### config.mk
export PLATFORM = sky130hd
export DESIGN_NAME = state_register_ctrl
export DESIGN_NICKNAME = d
export VERILOG_FILES = /design/src/rtl/state_register_ctrl.sv
export SDC_FILE = /design/constraint.sdc
export NUM_CORES = 1
export LEC_CHECK = 0
export BUFFER_PORTS_ARGS = -buffer_cell sky130_fd_sc_hd__buf_2
export CORE_AREA = 8 8 401 403
export CTS_CLUSTER_SIZE = 40
export DETAILED_ROUTE_END_ITERATION = 12
export DIE_AREA = 0 0 409 411
export GPL_ROUTABILITY_DRIVEN = 0
export PLACE_DENSITY = 0.45
export SLEW_MARGIN = 30
export SYNTH_ARGS = -nofsm -noshare
export SYNTH_HDL_FRONTEND = slang
export SYNTH_SLANG_ARGS = --single-unit
### constraint.sdc
create_clock -name clock_i -period 1.3 [get_ports clock_i]
set_input_delay 0.39 -clock clock_i [delete_from_list [all_inputs] [get_ports clock_i]]
set_output_delay 0.39 -clock clock_i [all_outputs]
set_load 0.01 [all_outputs]
### src/rtl/state_register_ctrl.sv
// rtl/state_register_ctrl.sv - ASCON 320-bit state register with key XOR and cipher/tag output buffers
// Optional scrub input enabled by macro STATE_REG_SCRUB_EN.
// State layout on state_i/state_o: S0=[319:256], S1=[255:192], S2=[191:128], S3=[127:64], S4=[63:0].
module state_register_ctrl #(
  parameter int KEY_W  = 128,
  parameter int RATE_W = 128
) (
  input  logic              clock_i,
  input  logic              resetb_i,
  input  logic              en_reg_state_i,
  input  logic [319:0]      state_i,
  input  logic              en_xor_key_end_i,
  input  logic [KEY_W-1:0]  key_i,
  input  logic              en_cipher_i,
  input  logic              en_tag_i,
`ifdef STATE_REG_SCRUB_EN
  input  logic              scrub_i,
`endif
  output logic [319:0]      state_o,
  output logic [RATE_W-1:0] cipher_o,
  output logic              cipher_valid_o,
  input  logic              cipher_ready_i,
  output logic [KEY_W-1:0]  tag_o,
  output logic              tag_valid_o,
  input  logic              tag_ready_i,
  output logic              stall_o,
  output logic              overflow_o
);

  typedef enum logic {BUF_EMPTY = 1'b0, BUF_FULL = 1'b1} buf_state_t;

  logic [63:0]       w_s0, w_s1, w_s2, w_s3, w_s4;
  logic [63:0]       w_s3_x, w_s4_x;
  logic              w_scrub;
  logic              w_cap;
  logic              w_cipher_load;
  logic              w_tag_load;
  logic              w_cipher_ovf;
  logic              w_tag_ovf;

  logic [319:0]      r_state;
  logic [RATE_W-1:0] r_cipher;
  logic [KEY_W-1:0]  r_tag;
  buf_state_t        r_cipher_st;
  buf_state_t        r_tag_st;
  logic              r_overflow;

  assign w_s0 = state_i[319:256];
  assign w_s1 = state_i[255:192];
  assign w_s2 = state_i[191:128];
  assign w_s3 = state_i[127:64];
  assign w_s4 = state_i[63:0];

  // Key is folded into the capacity words only; the rate words pass through untouched
  assign w_s3_x = en_xor_key_end_i ? (w_s3 ^ key_i[KEY_W-1 -: 64]) : w_s3;
  assign w_s4_x = en_xor_key_end_i ? (w_s4 ^ key_i[63:0])          : w_s4;

`ifdef STATE_REG_SCRUB_EN
  assign w_scrub = scrub_i;
`else
  assign w_scrub = 1'b0;
`endif

  // Scrub blocks every capture and load in the same cycle
  assign w_cap         = en_reg_state_i & ~w_scrub;
  assign w_cipher_load = w_cap & en_cipher_i;
  assign w_tag_load    = w_cap & en_tag_i;

  // Overwrite of an unaccepted value; a concurrent ready means the old value was taken
  assign w_cipher_ovf = (r_cipher_st == BUF_FULL) & w_cipher_load & ~cipher_ready_i;
  assign w_tag_ovf    = (r_tag_st == BUF_FULL) & w_tag_load & ~tag_ready_i;

  // Internal state register: capture permutation output with optional end-of-phase key XOR
  always_ff @(posedge clock_i or negedge resetb_i) begin
    if (!resetb_i) begin
      r_state <= '0;
    end else if (w_scrub) begin
      r_state <= '0;
    end else if (w_cap) begin
      r_state <= {w_s0, w_s1, w_s2, w_s3_x, w_s4_x};
    end
  end

  // Cipher buffer FSM: holds the pre-XOR rate words until downstream accepts them
  always_ff @(posedge clock_i or negedge resetb_i) begin
    if (!resetb_i) begin
      r_cipher_st <= BUF_EMPTY;
      r_cipher    <= '0;
    end else if (w_scrub) begin
      r_cipher_st <= BUF_EMPTY;
      r_cipher    <= '0;
    end else begin
      case (r_cipher_st)
        BUF_EMPTY: begin
          if (w_cipher_load) begin
            r_cipher_st <= BUF_FULL;
            r_cipher    <= {w_s0, w_s1};
          end
        end
        BUF_FULL: begin
          if (w_cipher_load) begin
            r_cipher <= {w_s0, w_s1};
          end else if (cipher_ready_i) begin
            r_cipher_st <= BUF_EMPTY;
          end
        end
        default: r_cipher_st <= BUF_EMPTY;
      endcase
    end
  end

  // Tag buffer FSM: holds the post-XOR capacity words until downstream accepts them
  always_ff @(posedge clock_i or negedge resetb_i) begin
    if (!resetb_i) begin
      r_tag_st <= BUF_EMPTY;
      r_tag    <= '0;
    end else if (w_scrub) begin
      r_tag_st <= BUF_EMPTY;
      r_tag    <= '0;
    end else begin
      case (r_tag_st)
        BUF_EMPTY: begin
          if (w_tag_load) begin
            r_tag_st <= BUF_FULL;
            r_tag    <= {w_s3_x, w_s4_x};
          end
        end
        BUF_FULL: begin
          if (w_tag_load) begin
            r_tag <= {w_s3_x, w_s4_x};
          end else if (tag_ready_i) begin
            r_tag_st <= BUF_EMPTY;
          end
        end
        default: r_tag_st <= BUF_EMPTY;
      endcase
    end
  end

  // Sticky overflow flag, survives scrub and clears only on reset
  always_ff @(posedge clock_i or negedge resetb_i) begin
    if (!resetb_i) begin
      r_overflow <= 1'b0;
    end else if (w_cipher_ovf || w_tag_ovf) begin
      r_overflow <= 1'b1;
    end
  end

  assign state_o        = r_state;
  assign cipher_o       = r_cipher;
  assign tag_o          = r_tag;
  assign cipher_valid_o = (r_cipher_st == BUF_FULL);
  assign tag_valid_o    = (r_tag_st == BUF_FULL);
  assign overflow_o     = r_overflow;
  assign stall_o        = cipher_valid_o & ~cipher_ready_i;

endmodule

==> flow_summary.ini, run 1 <==
[setup_path]
slowest_stage = dfrtp_1
cp.arrival_ns = 1.30
required_ns = 0.91
endpoint_kind = primary output
reg2reg_slack_ns = 0.04
r2r_end = overflow_o$_DFFE_PN0P_
rr_worst_depth = 4
critPathMaxStageDelay_ns = 0.39
crit_chain = nor2b_4 -> buf_6
crit_start = cipher_valid_o$_DFF_PN0_
cpLargestDelayFamily = flip-flops
critPathKind = reg -> out
r2r-start = cipher_valid_o$_DFF_PN0_
crit_buf_inv = 1
crit_path_start_kind = flop
cp_max_fo = 2

[power]
power_density_nw_per_um2 = 1331
p_leak_uw = 0.01871
irDropWorstVdd_uv = 977.7

[sta]
slew_headroom = 0.7228
min_period_ns = 1.690
fin_crit_sh = 1.300
setup_viol_count_final = 587
fmax_mhz = 591.7
hold_viol = 0
fin_ws_ns = -0.3900
worst_pin_slew_ns = 0.4158
slew_violations = 0
rsz0062_at_grt = yes
timing.hold.ws_ns = 0.07712
finClkSkew_ns = 0.005754

[synthesis]
synth_nets = 2265
synth_area_leader_cell = dfrtp_1
synth_top_area_frac = 0.6061
syn_inst = 1809
avgSynthCellArea_sq_um = 13.22
ys_seq_area_frac = 0.6061
synth.cell_area_sq_um = 23910
synth_seq_cells = 579
ys_types = 21
synth_area_leaders = dfrtp_1 61%, mux2_2 9.9%, a31oi_1 6.7%
yosysWarnings = 0

[clocking]
clockRootBuffer = clkbuf_16
clk_pin_slew_ns = 0.06
insertion_delay_ns = 0.63
htreeDepth = 3
cts_tree = built
cts_buffer_depth = 3
numCtsBuffers = 73
clock-sinks = 579

[min_path]
hp-class = in -> reg
hold_path_end = tag_o[26]$_DFFE_PN0P_
min_delay_path_depth = 3
min-delay-start = state_i[26]

[layout]
final_cell_area_sq_um = 42020
nFillCells = 16220
layout_common_cells = 627 x buf_2, 556 x dfrtp_1, 404 x buf_6
nets = 3890
drive_gt1_frac = 0.5245
area_growth_pct = 75.77
final_common_cell = buf_2

[floorplanning]
rows = 145
core_area_sq_um = 154800
ios = 1036
die_h_um = 411
die_x_um = 409
start_util = 0.1545
dieArea_sq_um = 168100

[place]
io_buffers = 1035
post_dp_cell_area_sq_um = 32400
hpwl_um = 87730

[grt]
antenna_found_initial = 16
grt_pass1_vias = 23430
grt_usage = 0.1288
grt_pass1_wl_um = 162700
gr-total-overflow = 0
grt_max_degree = 51

[run_status]
violations = setup timing
status = complete, but fails checks

[drt]
wl_per_cell_um = 20.48
vias = 21830
ant_nets = 0
routed_via_density = 3.932
wirelength_um = 113700
route.detailed.drc = 0
drt_iter0_markers = 1192
dr.pass1.iters = 5

[run]
max-cap-violations = 0
## area by class of cell
| cell class | count | area, sq um | area share |
|---|---|---|---|
| Antenna cell | 7 | 17.52 | 0.0004169 |
| Clock buffer | 103 | 2079 | 0.04949 |
| Clock inverter | 25 | 304.0 | 0.007235 |
| Inverter | 1 | 3.754 | 0.00008933 |
| Multi-Input combinational cell | 1095 | 8636 | 0.2055 |
| Sequential cell | 579 | 14520 | 0.3455 |
| Tap cell | 2058 | 2575 | 0.06128 |
| Timing Repair Buffer | 1684 | 13890 | 0.3305 |
## power breakdown
group          leakage [uW]  switching, uW  internal [uW]  total [uW]
combinational        0.0109           5850           7390       13200
sequential          0.00663           1720          20300       22000
clock               0.00118           8370          12300       20700
## metrics by stage
stage	power [uW]	setup slack [ns]	utilization	setup TNS [ns]	std cells
finish	55930	-0.3900	0.2715	-144.43	5552
global placement	31650	-0.3076	0.2094	-87.38	4908
CTS	56300	-0.4734	0.2669	-200.38	5495
detailed placement	31690	-0.3042	0.2094	-90.68	4908
global route	58630	-0.4963	0.2715	-198.26	5551
floorplan	25760	0.03447	-	0	1809
## cells in the mapped netlist
cell type,instances
dfrtp_1,579
a31oi_1,256
mux2_2,211
a21bo_2,128
a21oi_1,128
nand3b_1,128
nor2_1,128
mux2_1,109
buf_2,93
buf_6,22
clkbuf_1,13
buf_1,3
buf_4,3
a21o_1,1
a311o_1,1
and2_1,1
and4b_1,1
inv_1,1
nand2_1,1
nand2b_1,1
nor2b_1,1
## routing by layer
metal | routed length [um] | vias to the layer above | GRT usage
met5 | 34 | - | 0
met4 | 3479 | 6 | 0.04408
met3 | 8501 | 180 | 0.04213
met2 | 55400 | 808 | 0.2156
met1 | 46280 | 10870 | 0.1553
li1 | - | 9965 | -
## cells by family after synthesis
family                 count (synthesis)  share of synthesized area
flip-flops                           579                     0.6061
AND/OR/NAND/NOR                      261                    0.06165
AO/OA/AOI/OAI                        514                     0.1481
multiplexers                         320                     0.1507
buffers and inverters                135                    0.03344
## tightest hold or removal path, stage by stage
cell and delay [ns]:
buf_2 0.09, nand3b_1 0.12, a31oi_1 0.08
## repair_timing
action	in CTS	in global routing
resized for setup	581	66
buffers inserted	104	73
hold buffers	355	0
gates cloned	0	0
endpoints found under the setup margin	580	612
pin swaps	0	16
hold endpoints to repair	723	0
## sequential cells by signal (all words and copies together) (netlist names)
name and flops:
tag_valid_o 1, tag_o 128, cipher_valid_o 1, cipher_o 128, state_o 320, overflow_o 1
## worst max path at each step
stage,slack [ns],depth (start not counted),to
2_1_floorplan,0.03,4,cipher_o[118]$_DFFE_PN0P_
3_3_place_gp,-0.31,5,cipher_o[50]$_DFFE_PN0P_
3_5_place_dp,-0.30,5,cipher_o[41]$_DFFE_PN0P_
4_1_cts,-0.47,2,stall_o
5_1_grt,-0.50,2,stall_o
6_report,-0.39,2,stall_o
(Power assumes the default switching activity.)
==> run 2, diff against run 1 <==
REMOVE_ABC_BUFFERS = 1   (was unset)
==> run 2 against run 1 <==
Net effect: the run still ends with setup timing left; setup slack improved by 0.037 ns; flip-flop and latch count unchanged; utilization increased by 0.17 points; sequential share of layout area decreased by 0.27 points; fmax increased by 2.3%; wire length increased by 15%.
==> flow_summary.ini, run 2 (synthesis results as in run 1) <==
[run_status]
status = complete, but fails checks
violations = setup timing

[grt]
antenna_found_initial = 42
grt_max_degree = 84
grt_usage = 0.1475
grt_pass1_vias = 23440
gr-total-overflow = 0
grt_pass1_wl_um = 181400

[floorplanning]
die_h_um = 411
ios = 1036
die_x_um = 409
dieArea_sq_um = 168100
start_util = 0.1545
core_area_sq_um = 154800
rows = 145

[layout]
drive_gt1_frac = 0.5329
fin_cells = 5579
layout_common_cells = 614 x buf_2, 572 x dfrtp_1, 417 x buf_6
nets = 3910
final_common_cell = buf_2
largest_register_ffs = 320
area_growth_pct = 76.90

[run]
max-cap-violations = 0

[clocking]
cts_buffer_depth = 3
clockRootBuffer = clkbuf_16
clock-sinks = 579
insertion_delay_ns = 0.64
numCtsBuffers = 72
htreeDepth = 3
cts_tree = built
clk_pin_slew_ns = 0.07

[setup_path]
slowest_stage = dfrtp_2
cpLargestDelayFamily = flip-flops
cp.arrival_ns = 1.26
required_ns = 0.91
endpoint_kind = primary output
cp_max_fo = 2
crit_buf_inv = 1
crit_path_start_kind = flop
critPathMaxStageDelay_ns = 0.46
critPathKind = reg -> out
crit_chain = buf_6

[power]
p_sw_frac = 0.2978
internal_power_uw = 39650
irDropWorstVdd_uv = 742.6
pwr-share-comb = 0.252
p_leak_uw = 0.01892
seq_power_share = 0.388
switching_power_uw = 16820
clock_power_share = 0.360
p_total_uw = 56470
power_density_nw_per_um2 = 1335

[sta]
min_period_ns = 1.653
setup_tns_ns = -148.49
slew_violations = 0
fin_ws_ns = -0.3526
slew_headroom = 0.6010
fin_crit_sh = 1.271
finClkSkew_ns = 0.01104
setup_viol_count_final = 580
worst_pin_slew_ns = 0.5986
fmax_mhz = 605.1
hold_viol = 0
rsz0062_at_grt = yes

[min_path]
hp-class = in -> reg

[place]
hpwl_um = 106500
dp.cells = 4932
place_ws_ns = -0.2705
io_buffers = 1035

[drt]
ant_nets = 0
route.detailed.drc = 0
drt_iter0_markers = 973
wl_per_cell_um = 23.35
routed_via_density = 3.958
vias = 22080
dr.pass1.iters = 5
wirelength_um = 130300
==> run 2: changes by cell type in the layout (fill, tap and decap cells not counted), sizes merged <==
cell          before   now
inv                7     5
dlymetal6s4s       0     2
clkinvlp           1     5
diode              7    10
clkinv            12    20
buf             1352  1401
bufinv             6     3
dlygate4sd3      332   302
clkbuf           103    99
==> run 2: worst paths after layout <==
check,from,cells after the start,end,slack [ns]
max,tag_o[10]$_DFFE_PN0P_,1,tag_o[10],-0.35
min,state_i[74],3,state_o[74]$_DFFE_PN0P_,0.07
max in group asynchronous,resetb_i,3,state_o[83]$_DFFE_PN0P_,0.35
max reg2reg,cipher_valid_o$_DFF_PN0_,4,overflow_o$_DFFE_PN0P_,0.05
min in group asynchronous,resetb_i,2,state_o[235]$_DFFE_PN0P_,0.15
min reg2reg,cipher_o[106]$_DFFE_PN0P_,1,cipher_o[106]$_DFFE_PN0P_,0.49
==> run 2: power by group through the flow <==
stage               registers [uW]  logic (uW)  clock network [uW]
floorplan                    22700        2600                   0
global placement             21800       10700                   0
detailed placement           21800       10800                   0
CTS                          21800       14000               21000
global route                 22100       15200               21800
finish                       21900       14200               20300
==> run 2: area by class of cell <==
type	count	area [sq um]
clock inverter	32	347.8
multi-input combinational	1095	8643
clock buffer	99	2043
inverter	1	3.754
fill	16250	112500
timing repair buffer	1705	14150
antenna	10	25.02
sequential	579	14500
tap	2058	2575
==> run 2: tightest hold or removal path: cells and delay by family <==
kind / cells / cell delay [ns]
compound gates: 1 / 0.08
buf+inv: 1 / 0.08
simple gates: 1 / 0.11
==> run 2: what timing repair did <==
| item | CTS | global route |
|---|---|---|
| endpoints found under the setup margin | 580 | 621 |
| pin swaps | 0 | 22 |
| buffers inserted | 107 | 96 |
| hold buffers | 332 | 0 |
| resized for setup | 660 | 58 |
| endpoints found under the hold margin | 938 | 0 |
==> run 2: per-layer routing <==
metal	global-route usage	up-vias	share of wire
li1	-	9987	-
met1	0.1817	11080	0.42
met2	0.2545	821	0.49
met3	0.04015	168	0.064
met4	0.03759	26	0.024
met5	0	-	0.0014
==> run 2: metrics by stage <==
| stage | hold WS (ns) | cell area [sq um] | util |
|---|---|---|---|
| global placement | 0.1891 | 32680 | 0.2112 |
| global route | 0.02112 | 42280 | 0.2732 |
| finish | 0.07147 | 42290 | 0.2733 |
| CTS | 0.00009004 | 41500 | 0.2682 |
| floorplan | 0.09441 | 23110 | - |
| detailed placement | 0.1881 | 32680 | 0.2112 |
==> run 3, diff against run 2 <==
RECOVER_POWER = 50   (was unset)
clock period = 1.8 ns   (was 1.3 ns; I/O delays follow)
==> run 3 against run 2 <==
Net effect: the flow still finishes with violations (setup timing); critical path depth increased by 1; power decreased by 29%; clock power decreased by 26%; first-iteration DRC count increased by 25%; global-route usage decreased by 0.27 points; sequential power decreased by 28%; utilization decreased by 2.6 points; count of clock-buffer cells in the layout increased by 7; sequential share of layout area increased by 3.6 points; largest cell class unchanged; die area unchanged.
==> flow_summary.ini, run 3 (synthesis results as in run 1) <==
[power]
clock_power_share = 0.377
switching_power_uw = 11830
p_sw_frac = 0.2942
pwr-share-comb = 0.230
p_leak_uw = 0.01706
p_total_uw = 40200
power_density_nw_per_um2 = 1050
seq_power_share = 0.393
irDropWorstVdd_uv = 620.2
internal_power_uw = 28370

[clocking]
cts_tree = built
numCtsBuffers = 72
clock-sinks = 579
clk_pin_slew_ns = 0.06
clockRootBuffer = clkbuf_16
htreeDepth = 3
cts_buffer_depth = 3
insertion_delay_ns = 0.66

[floorplanning]
start_util = 0.1545
dieArea_sq_um = 168100
core_area_sq_um = 154800
rows = 145
die_x_um = 409
ios = 1036
die_h_um = 411

[sta]
fin_ws_ns = -0.02018
slew_headroom = 0.3616
finClkSkew_ns = 0.01066
setup_viol_count_final = 5
rsz0062_at_grt = yes
hold_viol = 0
timing.hold.ws_ns = 0.1029
min_period_ns = 1.820
fin_crit_sh = 1.011
worst_pin_slew_ns = 0.9577
slew_violations = 0
fmax_mhz = 549.4

[setup_path]
reg2reg_slack_ns = 0.46
crit_start = cipher_valid_o$_DFF_PN0_
cp.arrival_ns = 1.28
crit_path_end = stall_o
critPathKind = reg -> out
required_ns = 1.26
cp_max_fo = 2
endpoint_kind = primary output
r2r-start = cipher_valid_o$_DFF_PN0_
crit_path_start_kind = flop
rr_worst_depth = 5
r2r_end = overflow_o$_DFFE_PN0P_

[grt]
gr-total-overflow = 0
grt_pass1_vias = 21090
grt_max_degree = 55
grt_usage = 0.1448
grt_pass1_wl_um = 174800
antenna_found_initial = 57

[run_status]
status = complete, but fails checks
violations = setup timing

[layout]
area_growth_pct = 60.08
nFillCells = 16610
layout_common_cells = 624 x buf_2, 572 x dfrtp_1, 407 x buf_6
largest_register_ffs = 320
nets = 3519
final_common_cell = buf_2
drive_gt1_frac = 0.5609

[drt]
wl_per_cell_um = 24.53
wirelength_um = 127300
route.detailed.drc = 0
routed_via_density = 3.963
vias = 20570
ant_nets = 0
dr.pass1.iters = 8
drt_iter0_markers = 1221

[place]
hpwl_um = 105900
io_buffers = 1035

[min_path]
hp-class = in -> reg

[run]
max-cap-violations = 0
==> run 3: worst min path at each step <==
stage,to,start,depth (start not counted),slack (ns)
final,cipher_o[115]$_DFFE_PN0P_,state_i[307],2,0.10
after global routing,state_o[168]$_DFFE_PN0P_,state_i[168],2,0.03
after CTS,state_o[161]$_DFFE_PN0P_,state_i[161],2,0.003
after detailed placement,state_o[215]$_DFFE_PN0P_,resetb_i,1,0.42
after global placement,state_o[215]$_DFFE_PN0P_,resetb_i,1,0.42
after floorplan,cipher_o[0]$_DFFE_PN0P_,resetb_i,0,0.24
==> run 3: final cells by class <==
cell class | instances | area, sq um | area share
Multi-Input combinational cell | 1095 | 8628 | 0.2255
Tap cell | 2058 | 2575 | 0.06729
Timing Repair Buffer | 1314 | 10050 | 0.2627
Clock inverter | 25 | 389.1 | 0.01017
Clock buffer | 106 | 2090 | 0.05460
Antenna cell | 13 | 32.53 | 0.0008501
Sequential cell | 579 | 14500 | 0.3788
Inverter | 1 | 3.754 | 0.00009808
==> run 3: metal layers <==
layer  track usage  wire length (um)
met5             0               226
met4       0.02784              2291
met3       0.04632              9146
met2        0.2494             63010
met1        0.1779             52650
==> run 3: power by group through the flow <==
stage / clock network (uW) / logic, uW / registers [uW]
global placement: 0 / 7670 / 15700
CTS: 15800 / 9270 / 15800
global route: 16200 / 9940 / 16000
detailed placement: 0 / 7720 / 15700
finish: 15100 / 9260 / 15800
floorplan: 0 / 1880 / 16400
==> run 3: stage by stage <==
step                  util  cell area, sq um  std cells  setup TNS [ns]  worst slack (ns)
global placement    0.2092             32380       4895               0           0.04740
global route        0.2472             38250       5183          -15.84           -0.1304
CTS                 0.2442             37790       5114          -16.84           -0.1180
detailed placement  0.2092             32380       4895               0           0.05122
finish              0.2473             38270       5191        -0.05031          -0.02018
floorplan                -             23110       1675         -438.85            -2.182
==> run 3: critical path: stages, from the launching register on <==
cell and delay, ns:
dfrtp_1 0.38, nor2b_4 0.13, buf_6 0.11
==> run 3: timing repair <==
item | 4_1_cts | 5_1_grt
endpoints found under the setup margin | 566 | 526
hold buffers | 1 | 0
endpoints found under the hold margin | 68 | 0
resized for setup | 653 | 48
setup buffers | 87 | 64
